### src/rtl/adder_stream_pkg.sv
// Shared definitions for the adder stream blocks: default sample width,
// accumulator FSM states and a width-parameterised saturating add.
package adder_stream_pkg;

   // Sample width produced by the 8-bit stream adder (8 bits + carry).
   localparam int IN_W_DEF = 9;

   typedef enum logic {
      ACCUM = 1'b0,
      EMIT  = 1'b1
   } state_t;

   // Unsigned add of two values no wider than 64 bits, clamped at 2^w-1.
   // Callers cast the result down to their own width.
   function automatic logic [63:0] sat_add(input logic [63:0] a,
                                           input logic [63:0] b,
                                           input int unsigned  w);
      logic [64:0] s;
      logic [64:0] mx;
      s  = {1'b0, a} + {1'b0, b};
      mx = (65'd1 << w) - 65'd1;
      return (s > mx) ? mx[63:0] : s[63:0];
   endfunction

endpackage

### src/rtl/sum_accumulator.sv
// sum_accumulator: sums up to COUNT samples (or fewer, closed by i_last)
// from the adder stream and emits the frame total with its sample count.
// Optional build macro SUM_ACCUMULATOR_SATURATE_EN: saturating accumulation
// with a sticky per-frame clamp flag on o_sat; without it the add wraps and
// o_sat is tied 0.
module sum_accumulator
   import adder_stream_pkg::*;
#(
   parameter int IN_W  = IN_W_DEF,
   parameter int COUNT = 4,
   parameter int ACC_W = 11,
   localparam int LEN_W = $clog2(COUNT + 1)
) (
   input  logic             clk,
   input  logic             rst,
   input  logic [IN_W-1:0]  i_data,
   input  logic             i_valid,
   input  logic             i_last,
   output logic             i_ready,
   output logic [ACC_W-1:0] o_data,
   output logic [LEN_W-1:0] o_len,
   output logic             o_sat,
   output logic             o_valid,
   input  logic             o_ready
);

   state_t           state, state_nxt;
   logic [ACC_W-1:0] acc, acc_nxt;
   logic [LEN_W-1:0] cnt, cnt_nxt;
   logic [ACC_W-1:0] data_nxt;
   logic [LEN_W-1:0] len_nxt;
   logic             valid_nxt;

   logic             accept;
   logic             close;
   logic [ACC_W-1:0] base;
   logic [ACC_W-1:0] din;
   logic [ACC_W-1:0] acc_sum;
   logic [LEN_W-1:0] cnt_inc;

   // Ready depends only on state and reset, never on i_valid or o_ready.
   assign i_ready = (state == ACCUM) && !rst;
   assign accept  = i_valid && i_ready;

   // First sample of a frame loads rather than adds, so a stale acc never
   // leaks into a new frame.
   assign base    = (cnt == '0) ? '0 : acc;
   assign din     = ACC_W'(i_data);
   assign cnt_inc = cnt + LEN_W'(1);
   assign close   = (cnt_inc == LEN_W'(COUNT)) || i_last;

`ifdef SUM_ACCUMULATOR_SATURATE_EN
   logic sat_run, sat_run_nxt;
   logic sat_cur;
   logic sat_q, sat_q_nxt;
   logic clamp;

   assign acc_sum = ACC_W'(sat_add(64'(base), 64'(din), ACC_W));
   assign clamp   = (({1'b0, base} + {1'b0, din}) > {1'b0, {ACC_W{1'b1}}});
   // Sticky flag restarts with the frame, so it only covers this frame's adds.
   assign sat_cur = ((cnt == '0) ? 1'b0 : sat_run) | clamp;
   assign o_sat   = sat_q;
`else
   assign acc_sum = base + din;
   assign o_sat   = 1'b0;
`endif

   // Next-state and next-datapath decode; everything holds by default.
   always_comb begin
      state_nxt = state;
      acc_nxt   = acc;
      cnt_nxt   = cnt;
      data_nxt  = o_data;
      len_nxt   = o_len;
      valid_nxt = o_valid;
`ifdef SUM_ACCUMULATOR_SATURATE_EN
      sat_run_nxt = sat_run;
      sat_q_nxt   = sat_q;
`endif
      case (state)
         ACCUM: begin
            if (accept) begin
               acc_nxt = acc_sum;
               cnt_nxt = cnt_inc;
`ifdef SUM_ACCUMULATOR_SATURATE_EN
               sat_run_nxt = sat_cur;
`endif
               if (close) begin
                  state_nxt = EMIT;
                  data_nxt  = acc_sum;
                  len_nxt   = cnt_inc;
                  valid_nxt = 1'b1;
`ifdef SUM_ACCUMULATOR_SATURATE_EN
                  sat_q_nxt = sat_cur;
`endif
               end
            end
         end
         EMIT: begin
            // Output fields stay frozen until the consumer takes them.
            if (o_ready) begin
               state_nxt = ACCUM;
               valid_nxt = 1'b0;
               cnt_nxt   = '0;
               acc_nxt   = '0;
`ifdef SUM_ACCUMULATOR_SATURATE_EN
               sat_run_nxt = 1'b0;
`endif
            end
         end
         default: state_nxt = ACCUM;
      endcase
   end

   // State register.
   always_ff @(posedge clk) begin
      if (rst) state <= ACCUM;
      else     state <= state_nxt;
   end

   // Accumulator, counter and output registers; reset drops any partial or
   // pending frame.
   always_ff @(posedge clk) begin
      if (rst) begin
         acc     <= '0;
         cnt     <= '0;
         o_data  <= '0;
         o_len   <= '0;
         o_valid <= 1'b0;
      end else begin
         acc     <= acc_nxt;
         cnt     <= cnt_nxt;
         o_data  <= data_nxt;
         o_len   <= len_nxt;
         o_valid <= valid_nxt;
      end
   end

`ifdef SUM_ACCUMULATOR_SATURATE_EN
   // Clamp tracking: running flag for the open frame, latched copy for output.
   always_ff @(posedge clk) begin
      if (rst) begin
         sat_run <= 1'b0;
         sat_q   <= 1'b0;
      end else begin
         sat_run <= sat_run_nxt;
         sat_q   <= sat_q_nxt;
      end
   end
`endif

endmodule

### config.mk
export PLATFORM = sky130hd
export DESIGN_NAME = sum_accumulator
export DESIGN_NICKNAME = d
export VERILOG_FILES = /design/src/rtl/adder_stream_pkg.sv /design/src/rtl/sum_accumulator.sv
export SDC_FILE = /design/constraint.sdc
export NUM_CORES = 1
export LEC_CHECK = 0
export BUFFER_PORTS_ARGS = -buffer_cell sky130_fd_sc_hd__buf_2
export CAP_MARGIN = 25
export CORE_MARGIN = 2
export CORE_UTILIZATION = 55
export CTS_CLUSTER_SIZE = 12
export DETAILED_ROUTE_END_ITERATION = 10
export HOLD_SLACK_MARGIN = 0.12
export PLACE_DENSITY_LB_ADDON = 0.1
export SETUP_SLACK_MARGIN = 0.4
export SYNTH_ARGS = -nofsm -noshare
export SYNTH_HDL_FRONTEND = slang
export SYNTH_SLANG_ARGS = --single-unit
### constraint.sdc
create_clock -name clk -period 5.05 [get_ports clk]
set_input_delay 0.7575 -clock clk [delete_from_list [all_inputs] [get_ports clk]]
set_output_delay 0.7575 -clock clk [all_outputs]
set_load 0.03 [all_outputs]
==> results by group, run 1 <==
Layout
  – Non-Filler Instances: 250
  – Net count, final: 247
  – Sequential cell area: 601 µm²
  – Synthesis-to-layout area growth: 11.9%
  – Antenna fix cells: 0
  – Fillers: 251
  – Fin area: 1840 µm²
  – Share of cells above drive strength 1: 0.183
  – Multi-input logic area: 983 µm²

Routing
  – Via density: 5.82
  – Drt wl/cell: 14.2 µm
  – 1st-pass router iterations: 7
  – DRC viols: 2
  – Post-DRT Antenna Nets: 0
  – Iter 0 DRT Violations: 55
  – Via count: 1455
  – Final WL: 3550 µm

Power
  – Cell internal pwr: 0.353 mW
  – Power density over the cells: 276 nW/µm²
  – Switching share of power: 0.304
  – Leakage: 0.844 nW
  – Reg power frac: 0.507
  – Clock power frac: 0.277
  – Gate power share: 0.216
  – Sw Pwr: 0.154 mW
  – VDD IR max: 0.205 mV

Placement
  – RePlAce Congestion: 0.828
  – Placed cell areas: 1790 µm²
  – DP Cell Count: 244
  – Port Buffers: 29
  – Post-DP HPWL: 2710 µm

Logic synthesis
  – Post-Synthesis Cells: 193
  – Dominant cell type by area after synthesis: dfxtp_1
  – Distinct cells, synth: 39
  – Ys flop type: dfxtp_1
  – Top cells by area, synth: dfxtp_1, ha_1, a21oi_1, nor2_1, nand2_1
  – #FFs+latches synth: 30
  – Post-synth EDFFs: 0
  – Post-synth ARST share: 0
  – Syn_nets: 220
  – Synth warn: 0
  – Synth Area per Inst: 8.51 µm²
  – Sequential-to-total area share from yosys stat: 0.366
  – Mapped cell area: 1640 µm²
  – Yosys top cell area share: 0.366

Global routing
  – Pin count of the biggest net entering global routing: 29
  – First-pass GRT wire length: 5970 µm
  – Initial antenna violation count: 0
  – GRT overflow: 0
  – Gr usage total: 0.230
  – Vias in the first global route: 1379

Worst hold path
  – Worst hold-check path type: flop to flop

STA
  – Max frequency: 0.340 GHz
  – Final hold violations: 0
  – Minimum period implied by the final worst setup slack: 2.94 ns
  – Slew @ Worst Pin: 0.768 ns
  – Clock skew: 0.00861 ns
  – Period utilisation layout: 0.582
  – Setup TNS: 0 ns
  – Finish-stage setup viols: 0
  – Slew margin rel.: 0.487
  – Hold_ws: 0.454 ns
  – RSZ-0062 raised after global routing: no
  – Slew Limit Fails: 0

Status
  – Failing checks: design-rule violations
  – Outcome: complete, but fails checks

Clock network
  – TritonCTS clock tree: yes
  – Cts bufs inserted: 5
  – Clock root buffer: clkbuf_4
  – Clk slew on worst S/H paths: 0.09 ns
  – Post-CTS sizing: 0
  – # H-tree levels: 2
  – Worst-Skew Late Latency: 0.33 ns
  – Largest buffer count on any clock path: 2
  – Clock Sinks: 30
  – Post-cts hold buffer count: 0
  – Postcts setup bufs: 0

Setup path
  – Worst path cell trace: inv_1 -> ha_1 -> nand2b_1 -> and2_1 -> ha_1 -> fa_1 -> a21o_1 -> a311oi_2 -> o21ai_2 -> a21o_1 -> a311oi_2
  – Worst setup EP type: flop
  – Worst EP required: 5.31 ns
  – Critical Path Fanout Max: 13
  – Worst setup SP type: flop
  – CP peak stage delay: 0.41 ns
  – WS Path Type: flop to flop
  – Slowest cell on crit path: fa_1
  – Worst path arrival time: 3.19 ns

Die
  – I/O pins: 31
  – Initial Util: 0.586
  – Die Area: 3440 µm²
  – Row count: 19
  – Core area: 2810 µm²
  – Chip Width: 58.7 µm
  – Die Ht: 58.7 µm

Flow run
  – # Max-Cap Violations: 0
==> worst paths after layout <==
path	startpoint	endpoint	slack, ns	cells past startpoint
worst max-delay path	cnt[0]	o_data[10]	2.11	11
worst min-delay path	acc[7]	acc[7]	0.45	2
worst max register to register	cnt[0]	o_data[10]	2.11	11
worst min register to register	acc[7]	acc[7]	0.45	2
==> Yosys cell counts, types with 6 or more instances <==
library cell and count:
clkbuf_1 6, nand2_1 20, a21oi_1 18, and2_1 9, xnor2_1 7, dfxtp_1 30, ha_1 12, a21o_1 9
nor2_1 21
==> through the flow <==
| stage | power, mW | utilization | setup WS (ns) |
|---|---|---|---|
| 2_1_floorplan | 0.344 | - | 2.37 |
| 3_3_place_gp | 0.369 | 0.637 | 2.25 |
| 3_5_place_dp | 0.372 | 0.637 | 2.13 |
| 4_1_cts | 0.508 | 0.655 | 2.10 |
| 5_1_grt | 0.532 | 0.655 | 1.92 |
| 6_report | 0.507 | 0.655 | 2.11 |
==> kinds of logic after synthesis <==
logic type | count (synthesis) | share of synthesized area
other | 1 | 0.00228
XOR/XNOR | 9 | 0.0480
AND/OR/NAND/NOR | 65 | 0.186
buffers and inverters | 14 | 0.0358
flip-flops | 30 | 0.366
AO/OA/AOI/OAI | 61 | 0.259
adder cells (fa/ha/maj) | 13 | 0.104
==> power by group through the flow <==
stage	registers [mW]	logic (mW)	clock network, mW
after floorplan	0.272	0.0719	0
after global placement	0.262	0.107	0
after detailed placement	0.263	0.109	0
after CTS	0.257	0.110	0.141
after global routing	0.259	0.121	0.152
final	0.257	0.110	0.141
==> placed cells by master, fill, tap and decap left out, types with 2 or more instances in the layout <==
master,count
a311oi_2,2
a211oi_1,5
o21a_1,3
nand2b_1,5
nand3b_1,2
clkbuf_4,5
o211ai_1,3
buf_2,29
o21ai_0,3
o21ai_1,2
ha_1,12
a21oi_1,18
xnor2_1,7
inv_1,5
dfxtp_1,30
and2_1,9
nand3_1,3
o2bb2ai_1,2
nor2_1,21
a22oi_1,5
nand2_1,20
a22o_1,2
xor2_1,2
a21o_1,9
==> critical path: cells and delay by family, from the launching register on <==
family	cells	cell delay, ns
adder cells (fa/ha/maj)	3	0.76
AND/OR/NAND/NOR	2	0.49
buffers and inverters	1	0.11
AO/OA/AOI/OAI	5	1.16
flip-flops	1	0.34
==> layer usage <==
layer | global-route usage | vias to the layer above | share of wire
li1 | - | 728 | -
met1 | 0.266 | 679 | 0.43
met2 | 0.406 | 39 | 0.49
met3 | 0.0681 | 9 | 0.061
met4 | 0.0747 | 0 | 0.016
met5 | 0 | - | 0
==> flip-flops by register name, indices dropped and copies added (netlist names) <==
register / flops
acc: 11
cnt: 3
o_data: 11
o_len: 3
o_valid: 1
state: 1
==> layout make-up <==
cell class,count,share of cell area
Clock buffer,6,0.0279
Multi-Input combinational cell,149,0.535
Inverter,5,0.0102
Timing Repair Buffer,29,0.0790
Tap cell,31,0.0211
Sequential cell,30,0.327
Power figures use the tool's default switching activity.
==> run 2, diff against run 1 <==
--- a/config.mk
+++ b/config.mk
@@ -8,7 +8,7 @@
 export BUFFER_PORTS_ARGS = -buffer_cell sky130_fd_sc_hd__buf_2
 export CAP_MARGIN = 25
 export CORE_MARGIN = 2
-export CORE_UTILIZATION = 55
+export CORE_UTILIZATION = 49
 export CTS_CLUSTER_SIZE = 12
 export DETAILED_ROUTE_END_ITERATION = 10
 export HOLD_SLACK_MARGIN = 0.12
==> constraint.sdc (replaced) <==
create_clock -name clk -period 2.53 [get_ports clk]
set_input_delay 0.3795 -clock clk [delete_from_list [all_inputs] [get_ports clk]]
set_output_delay 0.3795 -clock clk [all_outputs]
set_load 0.03 [all_outputs]
==> run 2 against run 1 <==
Effect of this change: the run now ends clean; sequential cell count is the same; critical path depth is the same; clock-buffer cell count is the same; clock power grew 110%; die area grew 11%; cell count grew 12%; highest routed layer unchanged.
==> results by group, run 2 (synthesis results as in run 1) <==
Setup path
  – WS Path Type: flop to flop
  – Worst setup SP type: flop
  – Critical Path Fanout Max: 5
  – Worst EP required: 2.78 ns
  – Reg2Reg Setup Slack: 0.19 ns
  – Worst path arrival time: 2.60 ns
  – Reg-to-Reg End: o_data[10]
  – Worst setup EP type: flop
  – RR Startpoint: cnt[0]
  – Register-to-Register Path Depth: 11

Routing
  – DRC viols: 0
  – Drt wl/cell: 14.3 µm
  – 1st-pass router iterations: 4
  – Post-DRT Antenna Nets: 0
  – Via count: 1505
  – Iter 0 DRT Violations: 44
  – Via density: 5.39
  – Final WL: 3980 µm

STA
  – Slew margin rel.: 0.634
  – RSZ-0062 raised after global routing: yes
  – Slew Limit Fails: 0
  – Minimum period implied by the final worst setup slack: 2.34 ns
  – Slew @ Worst Pin: 0.547 ns
  – Clock skew: 0.0115 ns
  – Finish-stage setup viols: 0
  – Setup TNS: 0 ns
  – Period utilisation layout: 0.926
  – Final hold violations: 0
  – Max frequency: 0.427 GHz

Power
  – Clock power frac: 0.272
  – Sw Pwr: 0.350 mW
  – Tot Pwr: 1.11 mW
  – Cell internal pwr: 0.764 mW
  – Gate power share: 0.267
  – Power density over the cells: 514 nW/µm²
  – Switching share of power: 0.314
  – VDD IR max: 0.364 mV
  – Leakage: 0.933 nW
  – Reg power frac: 0.461

Clock network
  – Largest buffer count on any clock path: 2
  – Clock root buffer: clkbuf_4
  – Clk slew on worst S/H paths: 0.10 ns
  – Worst-Skew Late Latency: 0.33 ns
  – Cts bufs inserted: 5
  – Post-cts hold buffer count: 0
  – Clock Sinks: 30
  – # H-tree levels: 2
  – TritonCTS clock tree: yes

Layout
  – Largest regs: acc x11, o_data x11
  – Commonest non-fill, non-tap cells in the layout: buf_2, dfxtp_1, nand2_1
  – Antenna fix cells: 0
  – Most common cell after layout, fill and taps aside: buf_2
  – Net count, final: 259
  – Synthesis-to-layout area growth: 31.9%
  – Share of cells above drive strength 1: 0.352
  – Fin area: 2170 µm²

Global routing
  – GRT overflow: 0
  – Vias in the first global route: 1393
  – Initial antenna violation count: 0
  – Gr usage total: 0.221
  – First-pass GRT wire length: 6140 µm
  – Pin count of the biggest net entering global routing: 29

Die
  – Row count: 21
  – Core area: 3280 µm²
  – I/O pins: 31
  – Die Area: 3830 µm²
  – Initial Util: 0.500
  – Chip Width: 61.9 µm
  – Die Ht: 61.9 µm

Placement
  – RePlAce Congestion: 0.840
  – Post-DP HPWL: 2830 µm
  – Placed cell areas: 1870 µm²
  – Port Buffers: 29

Worst hold path
  – Hold path start: i_last
  – Worst hold-check path type: primary input to flop
  – Worst Hold Endpoint: o_len[2]
  – Hold path depth: 4

Status
  – Outcome: complete, no violations

Flow run
  – # Max-Cap Violations: 0
run 2: cell types whose count changed in the layout (fill, tap and decap cells not counted), sizes merged:
| cell | previous run | this run |
|---|---|---|
| clkinv | 0 | 1 |
| clkinvlp | 0 | 1 |
| buf | 29 | 41 |
run 2: worst max path at each step:
stage | slack (ns) | to | depth (start not counted) | from
after global placement | 0.13 | acc[6] | 11 | cnt[1]
after detailed placement | 0.09 | o_data[10] | 11 | cnt[1]
after CTS | 0.13 | o_data[10] | 11 | cnt[1]
after global routing | 0.08 | o_data[10] | 11 | cnt[0]
final | 0.19 | o_data[10] | 11 | cnt[0]
after floorplan | 0.10 | o_data[10] | 12 | cnt[0]
run 2: final cells by class:
type,count,area (µm²)
Inverter,5,18.8
Fill cell,273,1120
Clock buffer,6,51.3
Clock inverter,2,12.5
Tap cell,46,57.6
Timing Repair Buffer,41,248
Multi-Input combinational cell,149,1180
Sequential cell,30,603
run 2: through the flow:
step | instances | worst slack, ns | util | hold WS [ns]
6_report | 279 | 0.187 | 0.660 | 0.350
4_1_cts | 278 | 0.132 | 0.644 | 0.341
3_3_place_gp | 261 | 0.134 | 0.570 | 0.438
3_5_place_dp | 261 | 0.0882 | 0.570 | 0.445
5_1_grt | 279 | 0.0850 | 0.660 | 0.373
2_1_floorplan | 193 | 0.101 | - | 0.417
run 2: worst max-delay path, cell delays in order, from the launching register on:
cell      delay, ns
dfxtp_2        0.34
inv_2          0.07
ha_4           0.13
nand2b_4       0.06
and2_4         0.14
ha_4           0.16
fa_2           0.34
a21o_1         0.20
a311oi_4       0.34
o21ai_2        0.11
a21o_1         0.17
a311oi_2       0.21
run 2: power by group through the flow:
stage                     clock (mW)  sequential, mW  combinational (mW)
after floorplan                    0           0.544               0.159
after global placement             0           0.524               0.232
after detailed placement           0           0.526               0.235
after CTS                      0.308           0.514               0.281
after global routing           0.329           0.517               0.323
final                          0.303           0.514               0.297
run 2: what timing repair did:
| item | 4_1_cts | 5_1_grt |
|---|---|---|
| buffers inserted | 9 | 1 |
| gates cloned | 0 | 0 |
| gates resized for setup | 14 | 9 |
| endpoints found under the hold margin | 0 | 0 |
| pin swaps | 19 | 7 |
| endpoints found under the setup margin | 14 | 15 |
run 2: routing by layer:
layer	part of all wire	global-route usage
met1	0.46	0.284
met2	0.48	0.356
met3	0.038	0.0559
met4	0.016	0.0851
met5	0	0
